--- src/rtl/neuron_pkg.sv ---
// ============================================================================
// Module      : neuron_pkg
// Description : Shared constants, FSM state type and saturating adder for the
//               neuron pipeline stages.
// Revision    : 1.0 - initial release
// ============================================================================
`default_nettype none

package neuron_pkg;

    localparam int XDATA_WIDTH       = 10;
    localparam int XDATA_PREC        = 5;
    localparam int WDATA_WIDTH       = 11;
    localparam int WDATA_PREC        = 5;
    localparam int ACC_WIDTH         = 24;
    localparam int PROD_WIDTH        = XDATA_WIDTH + WDATA_WIDTH;
    localparam int MAX_TERMS_DEFAULT = 64;

    typedef enum logic [1:0] {
        ST_ACC = 2'd0,
        ST_FIN = 2'd1,
        ST_OUT = 2'd2
    } state_t;

    typedef struct packed {
        logic                 sat;
        logic [ACC_WIDTH-1:0] sum;
    } sat_sum_t;

    // Signed add clamped to the ACC_WIDTH range; sat flags a clamp.
    function automatic sat_sum_t sat_add(input logic [ACC_WIDTH-1:0] a,
                                         input logic [ACC_WIDTH-1:0] b);
        logic [ACC_WIDTH:0] w_full;
        sat_sum_t           r;
        w_full = {a[ACC_WIDTH-1], a} + {b[ACC_WIDTH-1], b};
        r.sat  = w_full[ACC_WIDTH] ^ w_full[ACC_WIDTH-1];
        if (!r.sat)
            r.sum = w_full[ACC_WIDTH-1:0];
        else if (w_full[ACC_WIDTH])
            r.sum = {1'b1, {(ACC_WIDTH-1){1'b0}}};
        else
            r.sum = {1'b0, {(ACC_WIDTH-1){1'b1}}};
        return r;
    endfunction

endpackage

`default_nettype wire

--- src/rtl/neuron_requant.sv ---
// ============================================================================
// Module      : neuron_requant
// Description : Combinational bias add, requantize shift, ReLU and clip.
//               NEURON_ACC_ROUND_EN selects round-half-up over truncation.
// Revision    : 1.0 - initial release
// ============================================================================
`default_nettype none

module neuron_requant
    import neuron_pkg::*;
(
    input  logic [ACC_WIDTH-1:0]          acc,
    input  logic signed [WDATA_WIDTH-1:0] bias,
    input  logic                          acc_sat,
    output logic [XDATA_WIDTH-1:0]        data,
    output logic                          sat
);

    localparam logic signed [ACC_WIDTH-1:0] c_x_max =
        ACC_WIDTH'((1 << (XDATA_WIDTH-1)) - 1);

    logic [ACC_WIDTH-1:0]        w_bias_al;
    sat_sum_t                    w_biased;
    sat_sum_t                    w_rounded;
    logic signed [ACC_WIDTH-1:0] w_q;
    logic                        w_clip;

    // Bias carries WDATA_PREC fraction bits; the accumulator carries both.
    assign w_bias_al = {{(ACC_WIDTH-WDATA_WIDTH-XDATA_PREC){bias[WDATA_WIDTH-1]}},
                        bias, {XDATA_PREC{1'b0}}};
    assign w_biased  = sat_add(acc, w_bias_al);

`ifdef NEURON_ACC_ROUND_EN
    localparam logic [ACC_WIDTH-1:0] c_half = ACC_WIDTH'(1 << (WDATA_PREC-1));
    assign w_rounded = sat_add(w_biased.sum, c_half);
`else
    assign w_rounded = w_biased;
`endif

    assign w_q = $signed(w_rounded.sum) >>> WDATA_PREC;

    always_comb begin
        data   = '0;
        w_clip = 1'b0;
        if (w_q[ACC_WIDTH-1]) begin
            data = '0;
        end else if (w_q > c_x_max) begin
            data   = c_x_max[XDATA_WIDTH-1:0];
            w_clip = 1'b1;
        end else begin
            data = w_q[XDATA_WIDTH-1:0];
        end
    end

    assign sat = acc_sat | w_biased.sat | w_rounded.sat | w_clip;

endmodule

`default_nettype wire

--- src/rtl/neuron_accum.sv ---
// ============================================================================
// Module      : neuron_accum
// Description : Streaming dot-product accumulator with bias, requantize and
//               ReLU. Optional macro NEURON_ACC_ROUND_EN enables rounding.
// Revision    : 1.0 - initial release
// ============================================================================
`default_nettype none

module neuron_accum
    import neuron_pkg::*;
#(
    parameter int MAX_TERMS = MAX_TERMS_DEFAULT
) (
    input  logic                          clk,
    input  logic                          rst,
    input  logic                          in_valid,
    output logic                          in_ready,
    input  logic signed [XDATA_WIDTH-1:0] in_x,
    input  logic signed [WDATA_WIDTH-1:0] in_w,
    input  logic                          in_last,
    input  logic signed [WDATA_WIDTH-1:0] bias,
    output logic                          out_valid,
    input  logic                          out_ready,
    output logic [XDATA_WIDTH-1:0]        out_data,
    output logic                          out_sat,
    output logic                          out_err
);

    localparam int                c_cnt_w   = $clog2(MAX_TERMS + 1);
    localparam logic [c_cnt_w-1:0] c_cnt_max = c_cnt_w'(MAX_TERMS);

    state_t                       r_state;
    state_t                       w_state_nxt;
    logic [ACC_WIDTH-1:0]         r_acc;
    logic signed [WDATA_WIDTH-1:0] r_bias;
    logic [c_cnt_w-1:0]           r_cnt;
    logic                         r_sat;
    logic                         r_err;
    logic                         r_in_ready;
    logic                         r_out_valid;
    logic [XDATA_WIDTH-1:0]       r_out_data;
    logic                         r_out_sat;
    logic                         r_out_err;

    logic                         w_accept;
    logic                         w_first;
    logic                         w_close;
    logic                         w_limit;
    logic [c_cnt_w-1:0]           w_cnt_nxt;
    logic signed [PROD_WIDTH-1:0] w_prod;
    logic [ACC_WIDTH-1:0]         w_prod_ext;
    sat_sum_t                     w_sum;
    logic [XDATA_WIDTH-1:0]       w_rq_data;
    logic                         w_rq_sat;

    assign w_accept   = in_valid && r_in_ready;
    assign w_first    = (r_cnt == '0);
    assign w_cnt_nxt  = w_first ? c_cnt_w'(1) : r_cnt + c_cnt_w'(1);
    assign w_limit    = (w_cnt_nxt == c_cnt_max);
    assign w_close    = in_last || w_limit;
    assign w_prod     = in_x * in_w;
    assign w_prod_ext = {{(ACC_WIDTH-PROD_WIDTH){w_prod[PROD_WIDTH-1]}}, w_prod};
    assign w_sum      = sat_add(r_acc, w_prod_ext);

    always_ff @(posedge clk) begin
        if (rst)
            r_state <= ST_ACC;
        else
            r_state <= w_state_nxt;
    end

    always_comb begin
        w_state_nxt = r_state;
        case (r_state)
            ST_ACC:  if (w_accept && w_close) w_state_nxt = ST_FIN;
            ST_FIN:  w_state_nxt = ST_OUT;
            ST_OUT:  if (out_ready) w_state_nxt = ST_ACC;
            default: w_state_nxt = ST_ACC;
        endcase
    end

    neuron_requant u_requant (
        .acc     (r_acc),
        .bias    (r_bias),
        .acc_sat (r_sat),
        .data    (w_rq_data),
        .sat     (w_rq_sat)
    );

    always_ff @(posedge clk) begin
        if (rst) begin
            r_acc       <= '0;
            r_bias      <= '0;
            r_cnt       <= '0;
            r_sat       <= 1'b0;
            r_err       <= 1'b0;
            r_in_ready  <= 1'b1;
            r_out_valid <= 1'b0;
            r_out_data  <= '0;
            r_out_sat   <= 1'b0;
            r_out_err   <= 1'b0;
        end else begin
            // Handshake flags follow the next state so they stay pure registers.
            r_in_ready  <= (w_state_nxt == ST_ACC);
            r_out_valid <= (w_state_nxt == ST_OUT);
            if (w_accept) begin
                r_cnt <= w_cnt_nxt;
                if (w_first) begin
                    r_acc  <= w_prod_ext;
                    r_bias <= bias;
                end else begin
                    r_acc <= w_sum.sum;
                    if (w_sum.sat)
                        r_sat <= 1'b1;
                end
                if (w_limit && !in_last)
                    r_err <= 1'b1;
            end
            if (r_state == ST_FIN) begin
                r_out_data <= w_rq_data;
                r_out_sat  <= w_rq_sat;
                r_out_err  <= r_err;
            end
            if (r_state == ST_OUT && out_ready) begin
                r_sat <= 1'b0;
                r_err <= 1'b0;
                r_cnt <= '0;
            end
        end
    end

    assign in_ready  = r_in_ready;
    assign out_valid = r_out_valid;
    assign out_data  = r_out_data;
    assign out_sat   = r_out_sat;
    assign out_err   = r_out_err;

endmodule

`default_nettype wire

--- config.mk ---
export PLATFORM = sky130hd
export DESIGN_NAME = neuron_accum
export DESIGN_NICKNAME = d
export VERILOG_FILES = /design/src/rtl/neuron_pkg.sv /design/src/rtl/neuron_requant.sv /design/src/rtl/neuron_accum.sv
export SDC_FILE = /design/constraint.sdc
export NUM_CORES = 1
export LEC_CHECK = 0
export ABC_CLOCK_PERIOD_IN_PS = 18740
export BUFFER_PORTS_ARGS = -buffer_cell sky130_fd_sc_hd__buf_4
export CORE_MARGIN = 2
export CORE_UTILIZATION = 55
export DETAILED_ROUTE_END_ITERATION = 6
export HOLD_SLACK_MARGIN = 0.06
export PLACE_DENSITY = 0.73
export RECOVER_POWER = 25
export SETUP_SLACK_MARGIN = 0.05
export SLEW_MARGIN = 20
export SYNTH_ARGS = -nofsm -noshare
export SYNTH_HDL_FRONTEND = slang
export SYNTH_SLANG_ARGS = --single-unit
--- constraint.sdc ---
create_clock -name clk -period 18.74 [get_ports clk]
set_input_delay 0.937 -clock clk [delete_from_list [all_inputs] [get_ports clk]]
set_output_delay 0.937 -clock clk [all_outputs]
set_load 0.02 [all_outputs]
Word-level counts from Yosys, hierarchy flattened

Cells that the tools add are included.

Bits in registers: 60
Input bits: 37
Output and inout port bits: 14
Word-level logic and storage cells: 52

$add $sub $neg: 3
Multiply operators: 1
Order comparisons: 1
Equal/unequal tests: 4
Mux-type cells: 13
Bitwise gates (word level): 6
Reduce and logical (&&, ||, !) cells: 13

Operators with widths:

| kind                   | count |
|---|---|
| $mux W24               | 5 |
| $add A24 B16 Y25       | 1 |
| $add A24 B21 Y25       | 1 |
| $mul A10 B11 Y21       | 1 |
| $mux W10               | 2 |
| $gt A19 B10 Y1 const B | 1 |
| $add A7 B1 Y7 const B  | 1 |
| $eq A7 B7 Y1 const B   | 1 |
| $logic_not A7 Y1       | 1 |
| $mux W7                | 1 |
| $pmux W2 S3            | 1 |
| $eq A2 B2 Y1 const B   | 2 |
| $logic_and A1 B1 Y1    | 4 |
| $logic_not A2 Y1       | 2 |
| $mux W2                | 2 |
| $reduce_and A2 Y1      | 2 |
| $or A1 B1 Y1           | 3 |
| $reduce_and A3 Y1      | 1 |
| $eq A2 B1 Y1 const B   | 1 |
| $mux W1                | 2 |
| $reduce_or A2 Y1       | 1 |
| $xor A1 B1 Y1          | 2 |
| $logic_not A1 Y1       | 1 |
| $logic_or A1 B1 Y1     | 1 |
| $not A1 Y1             | 1 |

Logic depth before layout (Yosys ltp)

Word-level depth: 8
Mapped depth: 32
Depth with buffers taken out: 30

Cells and area by module

Synthesis repeated with hierarchy kept, for this count alone.

Cells, all modules: 1132
Area total of the unflattened synthesis: 9246.4 um^2

Modules (own cells, without submodules):

| module         | times used | cells each | area each (um^2) | seq. area each (um^2) |
|---|---|---|---|---|
| neuron_accum   | 1          | 987        | 8151.6           | 1201.2 |
| neuron_requant | 1          | 145        | 1094.8           | 0.0 |

Worst setup path after synthesis

OpenSTA, ideal clock, no wires.

Path kind: in2reg
From: in in_x[3]
To: reg r_acc[15]
Setup time: 0.078 ns
Data arrival time: 8.185 ns
Required time: 18.662 ns
Slack: 10.477 ns
Stages on the path: 32
Buffers on the path: 2
Cells stage by stage: clkbuf_1 > nand2_1 > fa_1 > inv_1 > fa_1 > inv_1 > fa_1 > inv_1 > fa_1 > inv_1 > fa_1 > inv_1 > ha_1 > o21a_1 > o21ai_0 > o31ai_1 > a41o_1 > a21oi_1 > o21a_1 > nand2b_1 > a21oi_1 > xnor2_1 > ha_1 > or4_1 > nor4_1 > o21ai_1 > a2111oi_1 > nor3_2 > nor3_2 > buf_2 > a211oi_1 > nor3_1

Cells in the longest elaborated chain, start to end: 5
Elaborated cells on any way between the ends: 6
Those cells by class: 1 x add/sub; 1 x mul; 3 x mux; 1 x bitwise

Ends and longest elaborated chain:

| item                                      | RTL line                           | RTL |
|---|---|---|
| from (decl)                               | neuron_accum.sv:18                 | `input logic signed [XDATA_WIDTH-1:0] in_x,` |
| $mul A10 B11 Y21 *                        | neuron_accum.sv:61                 | `assign w_prod = in_x * in_w;` |
| $add A24 B21 Y25                          | neuron_pkg.sv:35                   | `w_full = {a[ACC_WIDTH-1], a} + {b[ACC_WIDTH-1], b};` |
| $mux W24 or $xor A1 B1 Y1 (tied branches) | neuron_pkg.sv:39, neuron_pkg.sv:36 |  |
| $mux W24                                  | neuron_pkg.sv:37                   | `if (!r.sat)` |
| $mux W24 *                                | neuron_accum.sv:108                | `if (w_first) begin` |
| to (signal assigned)                      | neuron_accum.sv:109                | `r_acc <= w_prod_ext;` |
| to (signal assigned)                      | neuron_accum.sv:112                | `r_acc <= w_sum.sum;` |
| to (decl)                                 | neuron_accum.sv:34                 | `logic [ACC_WIDTH-1:0] r_acc;` |

Every way passes the cells marked *; elsewhere a longest branch is shown, timed or not.
A chain may end at the register's enable or synchronous reset.

Worst setup path after layout

From: in in_x[9]
To: reg r_acc[0]

Cells in the longest elaborated chain, start to end: 5
Elaborated cells on any way between the ends: 6
Those cells by class: 1 x add/sub; 1 x mul; 3 x mux; 1 x bitwise

Ends and longest elaborated chain:

| item                                      | RTL line |
|---|---|
| $mul A10 B11 Y21 *                        | neuron_accum.sv:61 |
| $add A24 B21 Y25 *                        | neuron_pkg.sv:35 |
| $mux W24 or $xor A1 B1 Y1 (tied branches) | neuron_pkg.sv:39, neuron_pkg.sv:36 |
| $mux W24 *                                | neuron_pkg.sv:37 |
| $mux W24 *                                | neuron_accum.sv:108 |

Marks and branches as above.

==> impl_results.md <==
- Outcome: complete, but fails checks
- Violated checks: max-capacitance violations, max-slew violations
- Final hold violations: 0
- Die Area: roughly 0.018 mm²
- P&R area growth vs syn: 8.25%
- CTS tree: yes
- Family with the most delay on the worst path: adder cells
- Final min period: about 9 ns
- Num Clock Sinks: 60
- Initial antenna violation count: 0
- CTS Buf Count: 9
- # nets final: 1400
- Wire length of the first global-routing pass: between 30 and 40 mm
- Clock root buffer: clkbuf_16
- Post-synth top flop: dfxtp_1
- FF-to-FF Start: r_acc[5]
- Worst endpoint data arrival time: 9.25 ns
- DP HPWL: 16.9 mm
- DRC viols: 0
- DRT antenna net count: 0
- Most common cell in the netlist: inv_1
- Ports: 51
- Post-synth ARST share: 0%
- Total GRT Usage: about 24%
- Critical Path Max Stage Delay: between 0.7 and 0.8 ns
- Unrepaired setup endpoints after global routing: no
- Slowest stage cell, crit path: nor3_2
- Hold endpoint: out_data[5]
- Largest net degree at the start of global routing: 36
- Initial Util: ~56%
- Post-Layout Cell Count: 1386
- Top-area cell type share of the netlist area: a little over a fifth
- Mean Syn Cell Area: between 8 and 9 µm²
- Hold_buf cts: 0
- Setup Viol. Count Final: 0
- Register area: approximately 0.0012 mm²
- Reg-to-Reg End: out_data[0]
- Global route total overflow: 0
- Std-Cell Rows: 47
- Die height: between 100 and 150 µm
- GRT met3 Usage: 2.32%
- Reg2Reg Setup Slack: about 14 ns
- Data required, critical path: 18.96 ns
- Die W: between 100 and 150 µm
- Ratio of cells with drive above 1 in the final layout: 6.43%
- Final WS setup: ~10 ns
- Pre-CTS setup slack: 9.42 ns
- R2r worst-path depth: 17
- Syn nets: between 1000 and 1500
- Max Cap Violations: 1
- Met1 Usage GRT: 31.6%
- Most frequent CP cell: fa_1
- Routability cong.: 0.930
- Startpoint types: primary input
- Post-synth EDFFs: 0
- #FFs+latches synth: 60
- WL final: between 20 and 25 mm
- Dpl cells: around 1400
- Pin slew with the least headroom to its limit: between 1.5 and 2 ns
- Fin Clk Skew: roughly 0.0067 ns
- N_diodes: 0
- Core Area: 0.0165 mm²
- Clk_lat worst skew: 0.34 ns
- Setup bufs post-CTS: 0
- CP Capture Type: register
- Sum Neg Setup Slack: 0 ns
- Synth warn: 0
- Hold Crit Class: reg2reg
- Slew Viols, Final: 36
- Synth area leaders: fa_1 (22%), ha_1 (14%), dfxtp_1 (13%)
- Hold Startpoint: out_data[5]
- Clock Tree Buf Depth: 2
- Gr busiest metal: met2
- 1st-iter DRT viols: around 370
- Yosys top cell by area: fa_1
- Most frequent cells after synthesis: inv_1 (157), nand2_1 (127), fa_1 (101), ha_1 (101), nor2_1 (79)
- Met2 usage: between 40% and 50%
- WS Path Type: in2reg
- Vias in the first global route: ~7500
- Post-cts resize count: 0
- Fmax: approximately 110 MHz
- Footprint of the multi-input gates: 0.00723 mm²
- H-tree depth: 3
- Pre-Repair DR Iteration Count: 5
- Post-Syn Area: 0.00922 mm²
- Crit-path max FO: 15
- Synth Instances: roughly 1100
- Vias per std cell: between 5 and 6
- DR WL/cell: 15.1 µm
- Synth unique cells: 71
- Layout fillers: about 1500
- Via count: about 7900
- IO Port Bufs: 50
- Clk slew on worst S/H paths: approximately 0.05 ns
- Crit share post-route: about half
- Crit path buf inv count: 4
- Sequential area share after synthesis: a little over an eighth
- Hold-critical path depth: 2
- Relative slew margins: -14.7%
worst reg2reg max path, stage by stage (launching register included):
cell and delay [ns]:
dfxtp_1 0.39, ha_1 0.22, inv_1 0.06, fa_1 0.38
nor2b_1 0.20, o2111ai_1 0.16, nand3_1 0.24, nand2_1 0.12
o311ai_0 0.57, a21o_1 0.20, a21o_1 0.11, a21oi_1 0.10
xnor2_1 0.15, ha_1 0.42, or4_1 0.56, or4_4 0.59
nor4_1 0.40, o21ai_1 0.12
final cells by class:
class,instances,area share (%)
Clock buffer,12,2.57
Tap cell,220,2.76
Multi-Input combinational cell,877,72.4
Timing Repair Buffer,55,3.83
Sequential cell,60,12.0
Inverter,158,5.94
Clock inverter,4,0.476
stage by stage:
| stage | instance area [µm²] | util [%] | hold WS (ns) |
|---|---|---|---|
| 6_report | 9980 | 60.6 | 0.445 |
| 5_1_grt | 9980 | 60.6 | 0.466 |
| 4_1_cts | 10000 | 60.8 | 0.452 |
| 3_5_place_dp | 9710 | 59.0 | 0.445 |
| 3_3_place_gp | 9710 | 59.0 | 0.440 |
| 2_1_floorplan | 9220 | - | 0.432 |
layer usage:
layer | share of wire (%) | routed length, µm
met2 | 49 | 10300
met3 | 4.0 | 840
met1 | 45 | 9420
met5 | 0 | 0
met4 | 1.8 | 367
how the worst max path moves through the flow:
stage	to	slack (ns)	depth (start not counted)	startpoint
after floorplan	r_acc[15]	10.48	32	in_x[3]
after global placement	r_acc[11]	9.65	29	in_x[9]
after detailed placement	r_acc[0]	9.42	29	in_x[9]
after CTS	r_acc[0]	9.76	29	in_x[9]
after global routing	r_acc[0]	8.99	29	in_x[9]
final	r_acc[0]	9.71	29	in_x[9]
cells in the final DEF, fill, tap and decap left out, drive strengths merged, types with 11 or more instances in the layout:
cell,n
buf,47
nand3,22
xor2,19
ha,101
nor3,19
a21oi,68
and2,47
nand2b,13
a211oi,24
dfxtp,60
clkbuf,20
o21ai,64
nand2,127
xnor2,35
inv,157
a21o,22
nor4,11
fa,101
nor2,79
sequential cells by signal, summed over array words and instances, names as in the netlist:
name / count
out_sat: 1
in_ready: 1
out_valid: 1
r_err: 1
r_state: 2
out_data: 10
r_cnt: 7
r_sat: 1
r_acc: 24
out_err: 1
r_bias: 11
kinds of logic after synthesis:
group                      synth area share [%]
AOI/OAI and AO/OA                          18.6
buffers and inverters                      8.61
adders and majority gates                  35.7
DFF                                        13.0
xor gates and xnor gates                   5.13
and+or+nand+nor                            18.9
Power is not shown: default switching activity piles up to over one toggle a cycle in this logic, so the estimate is an artifact.
